$ cat config.mk
export PLATFORM = sky130hd
export DESIGN_NAME = toggle_monitor_flat
export DESIGN_NICKNAME = d
export VERILOG_FILES = /design/src/rtl/toggle_monitor_if.sv /design/src/rtl/toggle_monitor.sv /design/src/flat_wrapper.sv
export SDC_FILE = /design/constraint.sdc
export NUM_CORES = 1
export LEC_CHECK = 0
export ABC_AREA = 1
export BUFFER_PORTS_ARGS = -buffer_cell sky130_fd_sc_hd__buf_2
export CAP_MARGIN = 20
export CORE_MARGIN = 3
export CORE_UTILIZATION = 40
export CTS_CLUSTER_DIAMETER = 60
export DETAILED_ROUTE_END_ITERATION = 12
export GPL_TIMING_DRIVEN = 0
export PLACE_DENSITY_LB_ADDON = 0.25
export SLEW_MARGIN = 20
export SYNTH_ARGS = -nofsm -noshare
export SYNTH_HDL_FRONTEND = slang
export SYNTH_SLANG_ARGS = --single-unit
export TNS_END_PERCENT = 100
$ cat constraint.sdc
create_clock -name clk -period 6.9 [get_ports clk]
set_input_delay 1.38 -clock clk [delete_from_list [all_inputs] [get_ports clk]]
set_output_delay 1.38 -clock clk [all_outputs]
set_load 0.02 [all_outputs]
$ cat src/rtl/toggle_monitor_if.sv
// toggle_monitor_if: run control, monitored input and measurement results of toggle_monitor
interface toggle_monitor_if #(parameter int CNT_W = 16);
   logic start;
   logic [CNT_W-1:0] n_toggles;
   logic in;
   logic busy, done, pass, err_timeout, err_period;
   logic [CNT_W-1:0] toggle_cnt, last_half;
   modport master (
      output start, n_toggles, in,
      input busy, done, pass, toggle_cnt, last_half, err_timeout, err_period
   );
   modport slave (
      input start, n_toggles, in,
      output busy, done, pass, toggle_cnt, last_half, err_timeout, err_period
   );
endinterface

$ cat src/rtl/toggle_monitor.sv
// toggle_monitor: counts edges of an asynchronous input, measures half-periods and flags stalls or out-of-tolerance periods
module toggle_monitor #(
   parameter int CNT_W = 16,
   parameter int EXP_HALF = 10,
   parameter int TOL = 1,
   parameter int TIMEOUT = 64
) (
   input logic clk,
   input logic rst,
   toggle_monitor_if.slave bus
);
   typedef enum logic [1:0] {IDLE, ARM, MEASURE, DONE} state_t;
   localparam logic [CNT_W-1:0] TMO = CNT_W'(TIMEOUT);
   localparam logic signed [CNT_W:0] EXP = (CNT_W+1)'(EXP_HALF);
   localparam logic signed [CNT_W:0] TOLV = (CNT_W+1)'(TOL);
   state_t state, state_nx;
   logic s1, s2, s3;
   logic [CNT_W-1:0] gap, target, cnt, half;
   logic err_t, err_p;
   logic tgl, tmo, hit, go, active;
   logic signed [CNT_W:0] dev;
   assign tgl = s2 != s3;
   assign tmo = gap == TMO;
   assign hit = cnt == target;
   assign go = state == IDLE && bus.start;
   // once the target is reached the run is finishing; late edges or timeouts must not disturb results
   assign active = state == ARM || (state == MEASURE && !hit);
   assign dev = $signed({1'b0, gap}) - EXP;
   always_ff @(posedge clk or posedge rst)
      if (rst) state <= IDLE;
      else state <= state_nx;
   always_comb begin
      state_nx = state;
      case (state)
         IDLE: state_nx = bus.start ? ARM : IDLE;
         ARM: state_nx = tmo ? DONE : tgl ? MEASURE : ARM;
         MEASURE: state_nx = (hit || tmo) ? DONE : MEASURE;
         default: state_nx = IDLE;
      endcase
   end
   always_ff @(posedge clk or posedge rst)
      if (rst) begin
         {s1, s2, s3} <= '0;
         gap <= '0;
         target <= '0;
         cnt <= '0;
         half <= '0;
         err_t <= 1'b0;
         err_p <= 1'b0;
      end else begin
         {s1, s2, s3} <= {bus.in, s1, s2};
         if (go) begin
            target <= bus.n_toggles == '0 ? CNT_W'(1) : bus.n_toggles;
            cnt <= '0;
            gap <= '0;
            err_t <= 1'b0;
            err_p <= 1'b0;
         end else if (active) begin
            gap <= tgl ? CNT_W'(1) : gap + CNT_W'(!(&gap));
            cnt <= cnt + CNT_W'(tgl);
            if (tgl && state == MEASURE) begin
               half <= gap;
               err_p <= err_p | (dev > TOLV) | (dev < -TOLV);
            end
            err_t <= err_t | tmo;
         end
      end
   assign bus.busy = state == ARM || state == MEASURE;
   assign bus.done = state == DONE;
   assign bus.pass = state == DONE && !(err_t || err_p);
   assign bus.toggle_cnt = cnt;
   assign bus.last_half = half;
   assign bus.err_timeout = err_t;
   assign bus.err_period = err_p;
endmodule

$ cat src/flat_wrapper.sv
// flat-port wrapper written by rule: the top's interface ports become plain ports
module toggle_monitor_flat 
#(
   parameter int CNT_W = 16,
   parameter int EXP_HALF = 10,
   parameter int TOL = 1,
   parameter int TIMEOUT = 64
)
  (clk, rst, bus_start, bus_n_toggles, bus_in, bus_busy, bus_done, bus_pass, bus_toggle_cnt, bus_last_half, bus_err_timeout, bus_err_period);
  toggle_monitor_if #(.CNT_W(CNT_W)) bus_i ();
  input logic clk;
  input logic rst;
  input wire logic [$bits(bus_i.start)-1:0] bus_start;
  input wire logic [$bits(bus_i.n_toggles)-1:0] bus_n_toggles;
  input wire logic [$bits(bus_i.in)-1:0] bus_in;
  output wire logic [$bits(bus_i.busy)-1:0] bus_busy;
  output wire logic [$bits(bus_i.done)-1:0] bus_done;
  output wire logic [$bits(bus_i.pass)-1:0] bus_pass;
  output wire logic [$bits(bus_i.toggle_cnt)-1:0] bus_toggle_cnt;
  output wire logic [$bits(bus_i.last_half)-1:0] bus_last_half;
  output wire logic [$bits(bus_i.err_timeout)-1:0] bus_err_timeout;
  output wire logic [$bits(bus_i.err_period)-1:0] bus_err_period;
  assign bus_i.start = bus_start;
  assign bus_i.n_toggles = bus_n_toggles;
  assign bus_i.in = bus_in;
  assign bus_busy = bus_i.busy;
  assign bus_done = bus_i.done;
  assign bus_pass = bus_i.pass;
  assign bus_toggle_cnt = bus_i.toggle_cnt;
  assign bus_last_half = bus_i.last_half;
  assign bus_err_timeout = bus_i.err_timeout;
  assign bus_err_period = bus_i.err_period;
  toggle_monitor #(.CNT_W(CNT_W), .EXP_HALF(EXP_HALF), .TOL(TOL), .TIMEOUT(TIMEOUT)) u_core (.clk(clk), .rst(rst), .bus(bus_i));
endmodule
==> impl_metrics.json, run 1 <==
{
  "coreArea_um2": 10900,
  "arrival_ns": 2.98,
  "cts-buffers-inserted": 9,
  "vias": 4293,
  "crit_top_cell": "nand2_1",
  "startpoint_type": "flip-flop",
  "synth_cells": 615,
  "hold_buffers": 0,
  "cp_num_buf_inv": 3,
  "crit_required_ns": 7.13,
  "swShare": 0.369,
  "slew_violations": 0,
  "p_sw_uw": 663,
  "final_hold_viol_count": 0,
  "path_delay_family": "buffers and inverters",
  "area_growth_pct": 19.5,
  "synth_warnings": 0,
  "start_util": 0.413,
  "grt_overflow": 0,
  "timing.final.ws_setup_ns": 4.15,
  "sequentialPowerShare": 0.318,
  "syn_nets": 647,
  "clk_latency_ns": 0.34,
  "vdd_ir_drop_max_v": 0.000160,
  "fillers": 1123,
  "worst_pin_slew_ns": 0.668,
  "gp_congestion": 0.898,
  "die_w_um": 112,
  "h-tree-depth": 3,
  "final_cell_mix": "nand2_1 (165), dfrtp_1 (71), nor2_1 (65)",
  "ff2ff_path_depth": 13,
  "post_cts_buffers": 0,
  "ys_ff_latch": 71,
  "crit_path_max_incr_delay_ns": 0.45,
  "status": "finished clean",
  "grt.total_usage": 0.211,
  "r2r_slack_ns": 4.15,
  "clock_power_share": 0.344,
  "slew_headroom": 0.555,
  "finalInstanceArea_um2": 5390,
  "cts_tree": "built",
  "seq_area_frac_synth": 0.394,
  "synth_top_area_cell": "dfrtp_1",
  "drt-initial-drc-count": 241,
  "hold_depth": 0,
  "critPathMaxFanout": 10,
  "powerDensity_nw_per_um2": 333,
  "synth_top_cell_area_share": 0.394,
  "critical_path.endpoint_type": "flip-flop",
  "wirelength_mm": 12.9,
  "cts.sinks": 71,
  "slowest_stage": "buf_1",
  "route.antenna.remaining_nets": 0,
  "period_share": 0.399,
  "hp-start": "u_core.s1$_DFF_PP0_",
  "min_period_ns": 2.75,
  "clk_path_buf_depth": 2,
  "drv_cap": 0,
  "min_to": "u_core.s2$_DFF_PP0_",
  "port-buffer-count": 56,
  "p_int_mw": 1.13,
  "synth_area_leaders": "dfrtp_1 (39%), nand2_1 (14%), nor2_1 (5.4%), inv_1 (5.2%), nand3_1 (5.0%)",
  "multiInputGateArea_um2": 2300,
  "syn_area_um2": 4510,
  "fmax_mhz": 363,
  "min_path_type": "flip-flop to flip-flop",
  "placed_area_um2": 5000,
  "ctsResizeCount": 0,
  "grt_pass1_vias": 4122,
  "pre_cts_ws_ns": 3.92,
  "ios": 57,
  "postSynthAreaPerCell_um2": 7.34,
  "worst_clock_skew_ns": 0.00530,
  "rsz0062_at_grt": "false",
  "hold_slack_ns": 0.360,
  "setup_violations": 0,
  "combinationalPowerShare": 0.338,
  "avgRoutedWirePerCell_um": 15.5,
  "dpl.hpwl_mm": 9.46,
  "finalSetupTns_ns": 0,
  "clkTransAtPathRegs_ns": 0.06,
  "seq_area_um2": 1780,
  "r2r_start": "u_core.s2$_DFF_PP0_",
  "cp_cell_sequence": "nand2_1, nand2_1, inv_1, buf_1, ha_1, ha_1, nand3_1, inv_1, nand4_1, xor2_1, nor2_1, nand2_1, o21ai_1",
  "antenna_found_initial": 0,
  "crit_type": "flip-flop to flip-flop",
  "ys_types": 36,
  "final_layout_size_suffix_gt1_frac": 0.203,
  "grt_max_degree": 52,
  "p_leak_nw": 2.80,
  "layout_commonest_cell": "nand2_1",
  "grt_pass1_wl_mm": 21.2,
  "std_cell_rows": 38,
  "r2r-end": "u_core.bus.toggle_cnt[12]$_DFFE_PP0P_",
  "post-place-cells": 812,
  "ctsRootBufferMaster": "clkbuf_16",
  "die_h_um": 112,
  "fin_cells": 828,
  "post-route-util": 0.493,
  "design.die.area_um2": 12600,
  "avgViaCountPerCell": 5.18,
  "antennaDiodeCount": 0,
  "drcViolationCount": 0,
  "drtPass1Iterations": 5,
  "p_total_mw": 1.80,
  "final_nets": 715
}
## power groups by stage
stage / clock, mW / sequential [mW] / combinational [mW]
after global placement: 0 / 0.574 / 0.600
after CTS: 0.625 / 0.571 / 0.612
after detailed placement: 0 / 0.578 / 0.608
final: 0.618 / 0.572 / 0.606
after floorplan: 0 / 0.584 / 0.417
after global routing: 0.645 / 0.584 / 0.677
## how the worst max path moves through the flow
stage,startpoint,slack [ns],cells after the start,endpoint
global route,u_core.s2$_DFF_PP0_,3.89,13,u_core.bus.toggle_cnt[12]$_DFFE_PP0P_
finish,u_core.s2$_DFF_PP0_,4.15,13,u_core.bus.toggle_cnt[12]$_DFFE_PP0P_
global placement,rst,2.81,2,u_core.state[1]$_DFF_PP0_
floorplan,rst,3.72,1,u_core.bus.err_period$_DFFE_PP0P_
detailed placement,bus_start,3.92,5,u_core.target[0]$_DFFE_PP0P_
CTS,u_core.s2$_DFF_PP0_,4.17,13,u_core.bus.toggle_cnt[9]$_DFFE_PP0P_
## cells by family after synthesis
kind of cell | share of synthesized area
and+or+nand+nor | 0.349
DFF | 0.394
adders and majority gates | 0.0333
xor gates and xnor gates | 0.0311
AOI/OAI and AO/OA | 0.0960
buffers and inverters | 0.0968
## flip-flops by register name, summed over array words and instances (netlist names)
register                flops
u_core.s3                   1
u_core.bus.toggle_cnt      16
u_core.target              16
u_core.state                2
u_core.bus.err_timeout      1
u_core.s1                   1
u_core.bus.last_half       16
u_core.gap                 16
u_core.s2                   1
u_core.bus.err_period       1
## metal layers
layer / up-vias / GRT usage / part of all wire
met1: 2008 / 0.285 / 0.44
met5: - / 0 / 0
met4: 0 / 0.0617 / 0.017
met2: 144 / 0.352 / 0.49
met3: 20 / 0.0334 / 0.053
li1: 2121 / - / -
## final cells by class
type | instances | share of cell area
Clock buffer | 10 | 0.0443
Sequential cell | 71 | 0.330
Multi-Input combinational cell | 449 | 0.426
Clock inverter | 6 | 0.0288
Timing Repair Buffer | 57 | 0.0571
Inverter | 76 | 0.0534
Buffer | 19 | 0.0281
Tap cell | 140 | 0.0325
## worst reg2reg max path, cell delays in order, from the launching register on
cell     delay (ns)
dfrtp_1        0.39
nand2_1        0.07
nand2_1        0.16
inv_1          0.17
buf_1          0.45
ha_1           0.29
ha_1           0.31
nand3_1        0.20
inv_1          0.15
nand4_1        0.11
xor2_1         0.15
nor2_1         0.05
nand2_1        0.09
o21ai_1        0.06
## cell usage after synthesis
cell type and n:
clkbuf_1 5, o21ai_0 21, or2_2 1, nand2b_1 1, nor2_1 65, and3_1 1
o21ai_1 26, nor3b_1 2, nand2_1 165, xor2_1 16, inv_1 62, a21oi_2 2
o211ai_1 2, buf_4 2, a22oi_1 1, nor2_2 3, nor4_1 5, nand2_8 1
buf_1 3, buf_6 5, dfrtp_1 71, nand3b_1 3, nand3_1 45, a21boi_0 2
o21ai_2 14, buf_12 2, inv_2 14, nand2_2 16, ha_1 12, buf_2 2
nor3_1 17, nand3_4 1, a21oi_1 4, nand4_1 20, nor3_2 1, nand2_4 2
No activity file was read; power rests on OpenSTA's default activity.
==> run 2, diff against run 1 <==
- clock period: 6.9 -> 2.8 ns (I/O delays scaled with it)
==> run 2 against run 1 <==
  * Clock skew increased by 0.0012 ns
  * Clock power increased by 150%
  * Utilization is essentially flat
  * Non-clock buffer count did not move
  * Worst hold slack got worse by 0.19 ns
  * Maximum frequency rose by 9.0%
  * Combinational power rose by 150%
  * Register-to-register slack worse by 3.9 ns
  * Via count is 0.37% higher
  * Flip-flop and latch count did not move
  * Final cell count is the same
  * Sequential share of layout area about the same
  * Critical endpoint unchanged
  * Largest cell class unchanged
  * Largest power group unchanged
  * Highest routed layer unchanged
==> impl_metrics.json, run 2 (same netlist as run 1, synthesis figures left out) <==
{
  "arrival_ns": 2.76,
  "worst_pin_slew_ns": 0.663,
  "drcViolationCount": 0,
  "vdd_ir_drop_max_v": 0.000391,
  "worst_clock_skew_ns": 0.00648,
  "ctsRootBufferMaster": "clkbuf_16",
  "critPathMaxFanout": 10,
  "die_w_um": 112,
  "antennaDiodeCount": 0,
  "clkTransAtPathRegs_ns": 0.06,
  "crit_type": "flip-flop to flip-flop",
  "period_share": 0.902,
  "drt-initial-drc-count": 235,
  "critical_path.endpoint_type": "flip-flop",
  "p_sw_mw": 1.63,
  "coreArea_um2": 10900,
  "min_period_ns": 2.52,
  "port-buffer-count": 56,
  "wirelength_mm": 12.8,
  "crit_path_max_incr_delay_ns": 0.37,
  "fillers": 1123,
  "layout_commonest_cell": "nand2_1",
  "final_cell_mix": "nand2_1 (164), dfrtp_1 (71), nor2_1 (65)",
  "slew_headroom": 0.558,
  "clock_power_share": 0.344,
  "avgRoutedWirePerCell_um": 15.5,
  "hold_slack_ns": 0.171,
  "grt_overflow": 0,
  "vias": 4309,
  "grt.total_usage": 0.211,
  "gp_congestion": 0.898,
  "path_delay_family": "simple AND/OR/NAND/NOR gates",
  "drtPass1Iterations": 4,
  "antenna_found_initial": 0,
  "slew_violations": 0,
  "sequentialPowerShare": 0.318,
  "area_growth_pct": 19.6,
  "avgViaCountPerCell": 5.20,
  "final_hold_viol_count": 0,
  "start_util": 0.413,
  "cts.sinks": 71,
  "die_h_um": 112,
  "crit_required_ns": 3.03,
  "design.die.area_um2": 12600,
  "swShare": 0.369,
  "slowest_stage": "dfrtp_1",
  "route.antenna.remaining_nets": 0,
  "std_cell_rows": 38,
  "grt_pass1_wl_mm": 21.2,
  "powerDensity_nw_per_um2": 820,
  "cts-buffers-inserted": 9,
  "p_leak_nw": 2.80,
  "cp_cell_sequence": "or2_2, nand2_2, inv_1, clkbuf_2, ha_1, ha_1, nand3_1, inv_1, nand4_1, xor2_1, nor2_1, nand2_1, o21ai_1",
  "fmax_mhz": 396,
  "clk_path_buf_depth": 2,
  "rsz0062_at_grt": "false",
  "p_int_mw": 2.79,
  "grt_pass1_vias": 4122,
  "final_layout_size_suffix_gt1_frac": 0.206,
  "dpl.hpwl_mm": 9.46,
  "clk_latency_ns": 0.34,
  "p_total_mw": 4.43,
  "status": "finished clean",
  "setup_violations": 0,
  "drv_cap": 0,
  "ios": 57,
  "cp_num_buf_inv": 3,
  "combinationalPowerShare": 0.337,
  "h-tree-depth": 3,
  "min_path_type": "primary input to asynchronous set/reset pin",
  "startpoint_type": "flip-flop",
  "grt_max_degree": 52,
  "hold_buffers": 0,
  "cts_tree": "built",
  "final_nets": 715
}
[run 2: cell types whose count changed in the layout (fill, tap and decap cells not counted)]
cell and delta:
nand2_2 +1, clkbuf_2 +1, nand2_1 -1, buf_1 -1
[run 2: worst paths after layout]
kind / from / end / slack, ns / cells after the start
min in group clk: bus_in / u_core.s1$_DFF_PP0_ / 0.33 / 1
worst max register to register: u_core.s3$_DFF_PP0_ / u_core.bus.toggle_cnt[12]$_DFFE_PP0P_ / 0.28 / 13
worst min register to register: u_core.s1$_DFF_PP0_ / u_core.s2$_DFF_PP0_ / 0.36 / 0
max in group asynchronous: rst / u_core.bus.err_period$_DFFE_PP0P_ / 2.07 / 3
worst min-delay path: rst / u_core.bus.last_half[0]$_DFFE_PP0P_ / 0.17 / 2
worst max-delay path: u_core.s3$_DFF_PP0_ / u_core.bus.toggle_cnt[12]$_DFFE_PP0P_ / 0.28 / 13
[run 2: cell type report]
| class | instances | area [µm²] | share of cell area |
|---|---|---|---|
| plain buffers | 19 | 153 | 0.0283 |
| flip-flops and latches | 71 | 1780 | 0.329 |
| repair buffers | 57 | 308 | 0.0571 |
| clock inverters | 6 | 155 | 0.0288 |
| inverters | 76 | 288 | 0.0533 |
| clock buffers | 10 | 239 | 0.0443 |
| well taps | 140 | 175 | 0.0325 |
| multi-input cells | 449 | 2300 | 0.426 |
[run 2: metal layers]
layer	vias up	routed length, µm	GRT usage
met5	-	0	0
met4	0	241	0.0617
met3	23	669	0.0334
met2	137	6230	0.352
met1	2027	5670	0.285
li1	2122	-	-
[run 2: stage by stage]
stage / instance area [µm²] / setup WS, ns / TNS [ns] / util / instances
6_report: 5400 / 0.275 / 0 / 0.493 / 828
4_1_cts: 5390 / 0.0713 / 0 / 0.493 / 828
3_3_place_gp: 4970 / -0.467 / -32.92 / 0.454 / 811
5_1_grt: 5400 / 0.0861 / 0 / 0.493 / 828
3_5_place_dp: 5000 / 0.140 / 0 / 0.457 / 812
2_1_floorplan: 4510 / 0.443 / 0 / - / 615
[run 2: what timing repair did]
| action | in CTS | in global routing |
|---|---|---|
| endpoints found under the setup margin | 0 | 5 |
| gates resized for setup | 0 | 2 |
| buffers inserted | 0 | 0 |
[run 2: power by group through the flow]
stage               clock [mW]  combinational (mW)  sequential (mW)
finish                    1.52                1.49             1.41
global route              1.59                1.67             1.44
CTS                       1.54                1.51             1.41
detailed placement           0                1.50             1.43
global placement             0                1.48             1.41
floorplan                    0                1.03             1.44
